$ cat config.mk
export PLATFORM = sky130hd
export DESIGN_NAME = demux16_dist
export DESIGN_NICKNAME = d
export VERILOG_FILES = /design/src/rtl/demux16_dist.sv
export SDC_FILE = /design/constraint.sdc
export NUM_CORES = 1
export LEC_CHECK = 0
export CELL_PAD_IN_SITES_DETAIL_PLACEMENT = 0
export CELL_PAD_IN_SITES_GLOBAL_PLACEMENT = 1
export CORE_ASPECT_RATIO = 1.1
export CORE_UTILIZATION = 37
export DETAILED_ROUTE_END_ITERATION = 8
export GPL_ROUTABILITY_DRIVEN = 0
export GPL_TIMING_DRIVEN = 0
export PLACE_DENSITY = 0.87
export SLEW_MARGIN = 0
export SYNTH_ARGS = -nofsm -noshare
export SYNTH_HDL_FRONTEND = slang
export SYNTH_SLANG_ARGS = --single-unit
$ cat constraint.sdc
create_clock -name clk -period 2.35 [get_ports clk]
set_input_delay 0.235 -clock clk [delete_from_list [all_inputs] [get_ports clk]]
set_output_delay 0.235 -clock clk [all_outputs]
set_load 0.1 [all_outputs]
$ cat src/rtl/demux16_dist.sv
// Registered 1-to-16 distributor: single-channel writes or a sequenced
// broadcast of one captured word into all 16 channels, with per-channel ack.
module demux16_dist #(
    parameter int WIDTH = 16
) (
    input  logic                clk,
    input  logic                rst_n,
    input  logic                in_valid,
    output logic                in_ready,
    input  logic [WIDTH-1:0]    in_data,
    input  logic [3:0]          select,
    input  logic                bcast,
    output logic [16*WIDTH-1:0] out_data,
    output logic [15:0]         out_valid,
    input  logic [15:0]         out_ack,
    output logic                busy,
    output logic                bcast_done
);

    typedef enum logic {
        IDLE,
        BCAST
    } state_t;

    state_t           state;
    state_t           state_nxt;
    logic [3:0]       cnt;
    logic [3:0]       cnt_nxt;
    logic [WIDTH-1:0] word;
    logic [WIDTH-1:0] word_nxt;
    logic [WIDTH-1:0] wr_data;
    logic [15:0]      wr_en;
    logic             done_nxt;
    logic             free_sel;
    logic             free_cnt;
    logic             accept;

    // A channel can take a word if empty or being drained this same cycle
    assign free_sel = ~out_valid[select] | out_ack[select];
    assign free_cnt = ~out_valid[cnt] | out_ack[cnt];
    assign in_ready = (state == IDLE) & (bcast | free_sel);
    assign accept   = in_valid & in_ready;
    assign busy     = (state == BCAST);

    always_comb begin
        state_nxt = state;
        cnt_nxt   = cnt;
        word_nxt  = word;
        wr_en     = '0;
        wr_data   = in_data;
        done_nxt  = 1'b0;
        unique case (state)
            IDLE: begin
                if (accept) begin
                    if (bcast) begin
                        word_nxt  = in_data;
                        cnt_nxt   = 4'd0;
                        state_nxt = BCAST;
                    end else begin
                        wr_en[select] = 1'b1;
                    end
                end
            end
            BCAST: begin
                wr_data = word;
                if (free_cnt) begin
                    wr_en[cnt] = 1'b1;
                    if (cnt == 4'hF) begin
                        state_nxt = IDLE;
                        done_nxt  = 1'b1;
                    end else begin
                        cnt_nxt = cnt + 4'd1;
                    end
                end
            end
            default: state_nxt = IDLE;
        endcase
    end

    always_ff @(posedge clk or negedge rst_n) begin
        if (!rst_n) begin
            state      <= IDLE;
            cnt        <= 4'd0;
            word       <= '0;
            bcast_done <= 1'b0;
        end else begin
            state      <= state_nxt;
            cnt        <= cnt_nxt;
            word       <= word_nxt;
            bcast_done <= done_nxt;
        end
    end

    // Write beats ack, so a same-cycle ack+write leaves the channel full
    always_ff @(posedge clk or negedge rst_n) begin
        if (!rst_n) begin
            out_data  <= '0;
            out_valid <= '0;
        end else begin
            for (int k = 0; k < 16; k++) begin
                if (wr_en[k]) begin
                    out_data[k*WIDTH +: WIDTH] <= wr_data;
                    out_valid[k]               <= 1'b1;
                end else if (out_ack[k]) begin
                    out_valid[k] <= 1'b0;
                end
            end
        end
    end

endmodule

==> results of run 1 <==
-- cell type report --
| cell class | count | area (um2) | share of cell area [%] |
|---|---|---|---|
| tap | 432 | 541 | 2.92 |
| antenna | 2 | 5.00 | 0.0270 |
| buffer | 49 | 434 | 2.34 |
| multi-input combinational | 429 | 5150 | 27.8 |
| clock inverter | 13 | 114 | 0.614 |
| sequential | 294 | 7410 | 40.0 |
| inverter | 12 | 57.6 | 0.311 |
| clock buffer | 43 | 881 | 4.75 |
| timing repair buffer | 370 | 3950 | 21.3 |
-- registers in the layout, summed over array words and instances, names as in the netlist --
name and flops:
word 16, out_data 256, cnt 4, busy 1, bcast_done 1, out_valid 16
-- worst max-delay path, stage by stage (launching register included) --
cell	delay, ps
dfrtp_4	500
mux4_2	490
a22oi_2	220
a31oi_4	170
buf_12	190
o31ai_4	280
buf_6	170
buf_8	130
mux2_4	310
-- through the flow --
step	instance area [um2]	instances	setup slack, ps	hold slack [ps]
after floorplan	12700	785	-373	-60.6
after global placement	16400	1527	-13740	481
after detailed placement	16400	1529	-1100	259
after CTS	18000	1627	-266	238
after global routing	18500	1644	-262	52.4
final	18500	1644	-237	62.9
-- metal layers --
layer	track usage [%]	vias up	wire length (um)
met5	0	-	12
met3	3.70	75	1780
li1	-	3612	-
met1	26.1	4288	14800
met4	9.91	2	1540
met2	35.6	214	18700
-- worst max-delay path by stage --
stage                              from                         to  depth (start not counted)
2_1_floorplan  out_valid[7]$_DFFE_PN0P_   out_data[53]$_DFFE_PN0P_                          6
4_1_cts        out_valid[6]$_DFFE_PN0P_   out_data[25]$_DFFE_PN0P_                          7
6_report       out_valid[1]$_DFFE_PN0P_  out_data[203]$_DFFE_PN0P_                          8
5_1_grt        out_valid[1]$_DFFE_PN0P_  out_data[203]$_DFFE_PN0P_                          8
3_3_place_gp                      rst_n  out_valid[14]$_DFFE_PN0P_                          1
3_5_place_dp                 out_ack[1]                   in_ready                          7
-- logic make-up (layout without fill, tap and decap cells) --
group                      after synthesis  count (layout)
DFF                                    294             294
other                                    0               2
AOI/OAI and AO/OA                       36              36
adders and majority gates                4               4
buffers and inverters                   62             487
and+or+nand+nor                         80              80
muxes                                  309             309
-- cell usage after synthesis (2+ instances only) --
master	instances	share of area, %
nor2_1	16	0.48
nor3_1	3	0.12
a21o_1	4	0.24
a31oi_2	8	0.80
o32ai_4	3	0.66
inv_1	12	0.36
clkbuf_1	27	0.81
mux4_1	2	0.42
or2_2	4	0.20
mux2_2	221	20
mux2i_1	4	0.32
a21oi_1	2	0.080
nand2_1	24	0.72
dfrtp_1	294	59
buf_2	5	0.20
o31ai_4	5	0.85
and2_1	2	0.10
nor2b_1	7	0.35
mux4_2	10	1.8
nand3_1	8	0.32
buf_6	17	1.5
nand2b_1	4	0.20
nand4_1	2	0.10
nor3b_1	4	0.24
mux2_4	72	8.6
o21ai_0	5	0.20
ha_1	4	0.40
nand3b_1	2	0.12
-- repair_timing --
item | 4_1_cts | 5_1_grt
gates resized for setup | 191 | 95
hold endpoints to repair | 74 | 0
buffers inserted | 38 | 12
endpoints found under the setup margin | 360 | 322
cloned | 4 | 4
hold buffers | 1 | 0
pin swaps | 17 | 11
-- cell usage in the layout (no fill, tap or decap), types with 4 or more instances in the layout --
master and n:
dfrtp_1 276, mux2_2 164, clkdlybuf4s50_1 163, mux2_4 129, dlygate4sd2_1 88, dlymetal6s2s_1 57
clkbuf_16 35, buf_6 32, clkbuf_1 28, nand2_1 22, buf_4 17, buf_12 16
nor2_1 12, dfrtp_4 12, inv_1 11, mux4_2 11, a31oi_4 10, buf_8 10
nand3_1 7, nor2b_1 7, dfrtp_2 6, clkbuf_8 6, o31ai_4 5, clkinv_2 5
mux2i_1 4, a21o_1 4, o21ai_0 4, or2_2 4, clkbuf_2 4, nand2b_1 4
ha_1 4
==> flow_summary.yaml, run 1 <==
run_status:
  status: "finished with violations"
  violations: "setup timing"
floorplanning:
  die_area_um2: 34600
  fp.dieH_um: 195
  io_pins: 315
  row_count: 70
  start_util_pct: 37.6
  die_w_um: 177
  core_um2: 33300
clocking:
  cts_tree: "done"
  clk_latency_ps: 570
  cts-root-buf: "clkbuf_16"
  cts_sinks: 294
  h-tree-depth: 1
  cts_buffers: 31
  path_clk_slew_ps: 60
  clock_path_buffers: 3
synth:
  yosys.area_share.simple_pct: 3.24
  avgSynthCellArea_um2: 16.0
  syn-instance-count: 785
  synth_fp_nets: 829
  synth_compound_area_share_pct: 3.61
  synth_cell_type_count: 42
  ys_seq_area_share_pct: 58.8
  async_flop_share_pct: 100
  synthAdderAreaFrac_pct: 0.400
  netlist_area_um2: 12500
  synth_warnings: 0
  synth_seq_cells: 294
  synth-edff-count: 0
  synth_top_family_by_area: "multiplexers"
  synth_mux_area_share_pct: 31.0
  dominantRegCellSynth: "dfrtp_1"
  synth-xor-area-share_pct: 0
critical_path:
  r2r_slack_ps: -240
  cp_max_fo: 7
  required_ps: 2810
  arrival_ps: 3040
  cp-start-kind: "flop"
  r2r_end: "out_data[203]$_DFFE_PN0P_"
  path_class: "reg2reg"
  rr_worst_depth: 8
  cp-end-kind: "flop"
  r2r_start: "out_valid[1]$_DFFE_PN0P_"
sta:
  period_needed_ps: 2590
  rsz0062_at_grt: "true"
  tns_ps: -23700
  max_freq_ghz: 0.387
  fin_worst_skew_ps: 14.7
  hold_viol_final: 0
  worst_slew_pin_slew_ps: 1060
  slew-limit-headroom_pct: 29.5
  finalWorstSetupSlack_ps: -237
  setup_violations: 168
  drv_slew: 0
  period_share_pct: 110
placement:
  dp_hpwl_mm: 25.4
  port_buffers: 310
layout:
  drive_above_1_share_pct: 41.2
  nets: 1231
  fillCellCount: 2707
  syn_to_final_growth_pct: 48.0
  utilization_pct: 55.7
global_route:
  grt_max_degree: 120
  antenna_found_initial: 4
  grt.overflow.total: 0
  grt_pass1_wl_mm: 54.6
  grt_usage_pct: 21.1
  grt_pass1_vias: 8619
min_path:
  hp-start: "out_ack[2]"
  hp-class: "in2reg"
  whs_endpoint: "out_valid[2]$_DFFE_PN0P_"
  min_path_cells: 3
detailed_routing:
  viasPerCell: 4.98
  drt-total-wl_mm: 36.9
  firstDrtPassIters: 4
  routed-via-count: 8191
  drt_iter0_markers: 358
  routedWlPerCell_um: 22.5
  antenna_left: 0
  drc: 0
flow_run:
  cap_violations: 0
Power of run 1 is left out: the tool's default activity adds up to more than one toggle a clock period on the data nets, which glitch-free logic cannot reach.
==> run 2: changes to the inputs <==
--- a/config.mk
+++ b/config.mk
@@ -13,7 +13,8 @@
 export GPL_ROUTABILITY_DRIVEN = 0
 export GPL_TIMING_DRIVEN = 0
 export PLACE_DENSITY = 0.87
-export SLEW_MARGIN = 0
+export SKIP_CTS_REPAIR_TIMING = 1
+export SLEW_MARGIN = 15
 export SYNTH_ARGS = -nofsm -noshare
 export SYNTH_HDL_FRONTEND = slang
 export SYNTH_SLANG_ARGS = --single-unit
==> run 2 against run 1 <==
  * The run still ends with setup timing left
  * Sequential cell count did not move
  * Wire length rose by 0.57%
  * Critical path depth fell by 1
  * Global-route usage fell by 0.49 points
  * Final area rose by 0.72%
  * Maximum frequency barely moved
  * Count of clock-buffer cells in the layout rose by 1
  * Via count rose by 0.57%
  * Non-clock buffer count fell by 7
  * Register-to-register slack barely moved
  * Critical endpoint is now out_data[249]$_DFFE_PN0P_
==> flow_summary.yaml, run 2 (synthesis results as in run 1) <==
run_status:
  status: "finished with violations"
  violations: "setup timing"
global_route:
  grt_pass1_vias: 8352
  grt_usage_pct: 20.6
  grt_pass1_wl_mm: 53.4
  antenna_found_initial: 6
  grt.overflow.total: 0
  grt_max_degree: 102
sta:
  finalWorstSetupSlack_ps: -237
  tns_ps: -34000
  period_needed_ps: 2590
  fin_worst_skew_ps: 12.4
  hold_viol_final: 0
  worst_slew_pin_slew_ps: 1070
  whs_ps: 82.4
  slew-limit-headroom_pct: 28.8
  drv_slew: 0
  period_share_pct: 110
  max_freq_ghz: 0.387
  rsz0062_at_grt: "true"
  setup_violations: 237
critical_path:
  arrival_ps: 3030
  cp-start-kind: "flop"
  cp-end-kind: "flop"
  crit_top_cell: "buf_8"
  crit_path_cell_trace: "mux4_2 > a22oi_2 > a31oi_4 > buf_8 > o31ai_4 > buf_8 > mux2_4"
  cp_max_fo: 10
  required_ps: 2790
  max_stage_delay_ps: 500
  crit_path_top_delay_cell: "dfrtp_4"
  path_class: "reg2reg"
floorplanning:
  row_count: 70
  io_pins: 315
  start_util_pct: 37.6
  die_area_um2: 34600
  fp.dieH_um: 195
  core_um2: 33300
  die_w_um: 177
clocking:
  path_clk_slew_ps: 70
  cts_tree: "done"
  cts-root-buf: "clkbuf_16"
  clock_path_buffers: 3
  cts_sinks: 294
  h-tree-depth: 1
  cts_buffers: 31
  clk_latency_ps: 560
layout:
  nets: 1224
  largest_reg_flops: 256
  seq_area_um2: 7410
  final_cell_mix: "dfrtp_1 (276), clkdlybuf4s50_1 (214), mux2_2 (164)"
  fillCellCount: 2705
  max_flop_register: "out_data"
  syn_to_final_growth_pct: 49.1
  drive_above_1_share_pct: 40.6
  final_common_cell: "dfrtp_1"
  multi_input_area_um2: 5140
  top_regs: "out_data: 256 flops, out_valid: 16 flops, word: 16 flops"
detailed_routing:
  drc: 0
  viasPerCell: 5.03
  firstDrtPassIters: 5
  routed-via-count: 8238
  drt_iter0_markers: 310
  routedWlPerCell_um: 22.6
  drt-total-wl_mm: 37.1
  antenna_left: 0
flow_run:
  cap_violations: 0
min_path:
  hp-class: "in2reg"
placement:
  port_buffers: 310
  dp_hpwl_mm: 25.6
[run 2: worst paths after layout]
| kind | from | end | slack [ps] | cells past startpoint |
|---|---|---|---|---|
| min reg2reg | out_data[184]$_DFFE_PN0P_ | out_data[184]$_DFFE_PN0P_ | 500 | 1 |
| max reg2reg | out_valid[5]$_DFFE_PN0P_ | out_data[249]$_DFFE_PN0P_ | -240 | 7 |
| min | out_ack[1] | out_valid[1]$_DFFE_PN0P_ | 80 | 3 |
| max | out_valid[5]$_DFFE_PN0P_ | out_data[249]$_DFFE_PN0P_ | -240 | 7 |
| max in group asynchronous | rst_n | out_valid[14]$_DFFE_PN0P_ | 920 | 4 |
| min in group asynchronous | rst_n | out_data[243]$_DFFE_PN0P_ | 170 | 2 |
[run 2: per-stage QoR]
stage / worst slack (ps) / util (%) / area [um2] / std cells
5_1_grt: -289 / 56.1 / 18700 / 1639
3_3_place_gp: -13740 / 49.2 / 16400 / 1527
2_1_floorplan: -373 / - / 12700 / 785
6_report: -237 / 56.1 / 18700 / 1639
3_5_place_dp: -1090 / 49.4 / 16500 / 1530
4_1_cts: -1350 / 52.6 / 17500 / 1586
[run 2: routing by layer]
metal,global-route usage [%],up-vias,part of all wire (%)
met3,3.83,73,4.6
met1,25.3,4336,40
met4,9.81,4,3.8
met2,34.8,222,52
li1,-,3603,-
met5,0,-,0.070
[run 2: worst max-delay path, delay by kind of cell (launching register included)]
kind                   cells  cell delay (ps)
muxes                      2              790
AOI/OAI and AO/OA          3              750
DFF                        1              500
buffers and inverters      2              410
[run 2: area by class of cell]
class                           instances  area share [%]
Clock inverter                         12           0.945
Antenna cell                            4          0.0536
Timing Repair Buffer                  363            21.8
Clock buffer                           44            4.63
Buffer                                 49            2.18
Multi-Input combinational cell        429            27.5
Tap cell                              432            2.90
Inverter                               12           0.308
Sequential cell                       294            39.7
Power of run 2 is left out for the same reason.
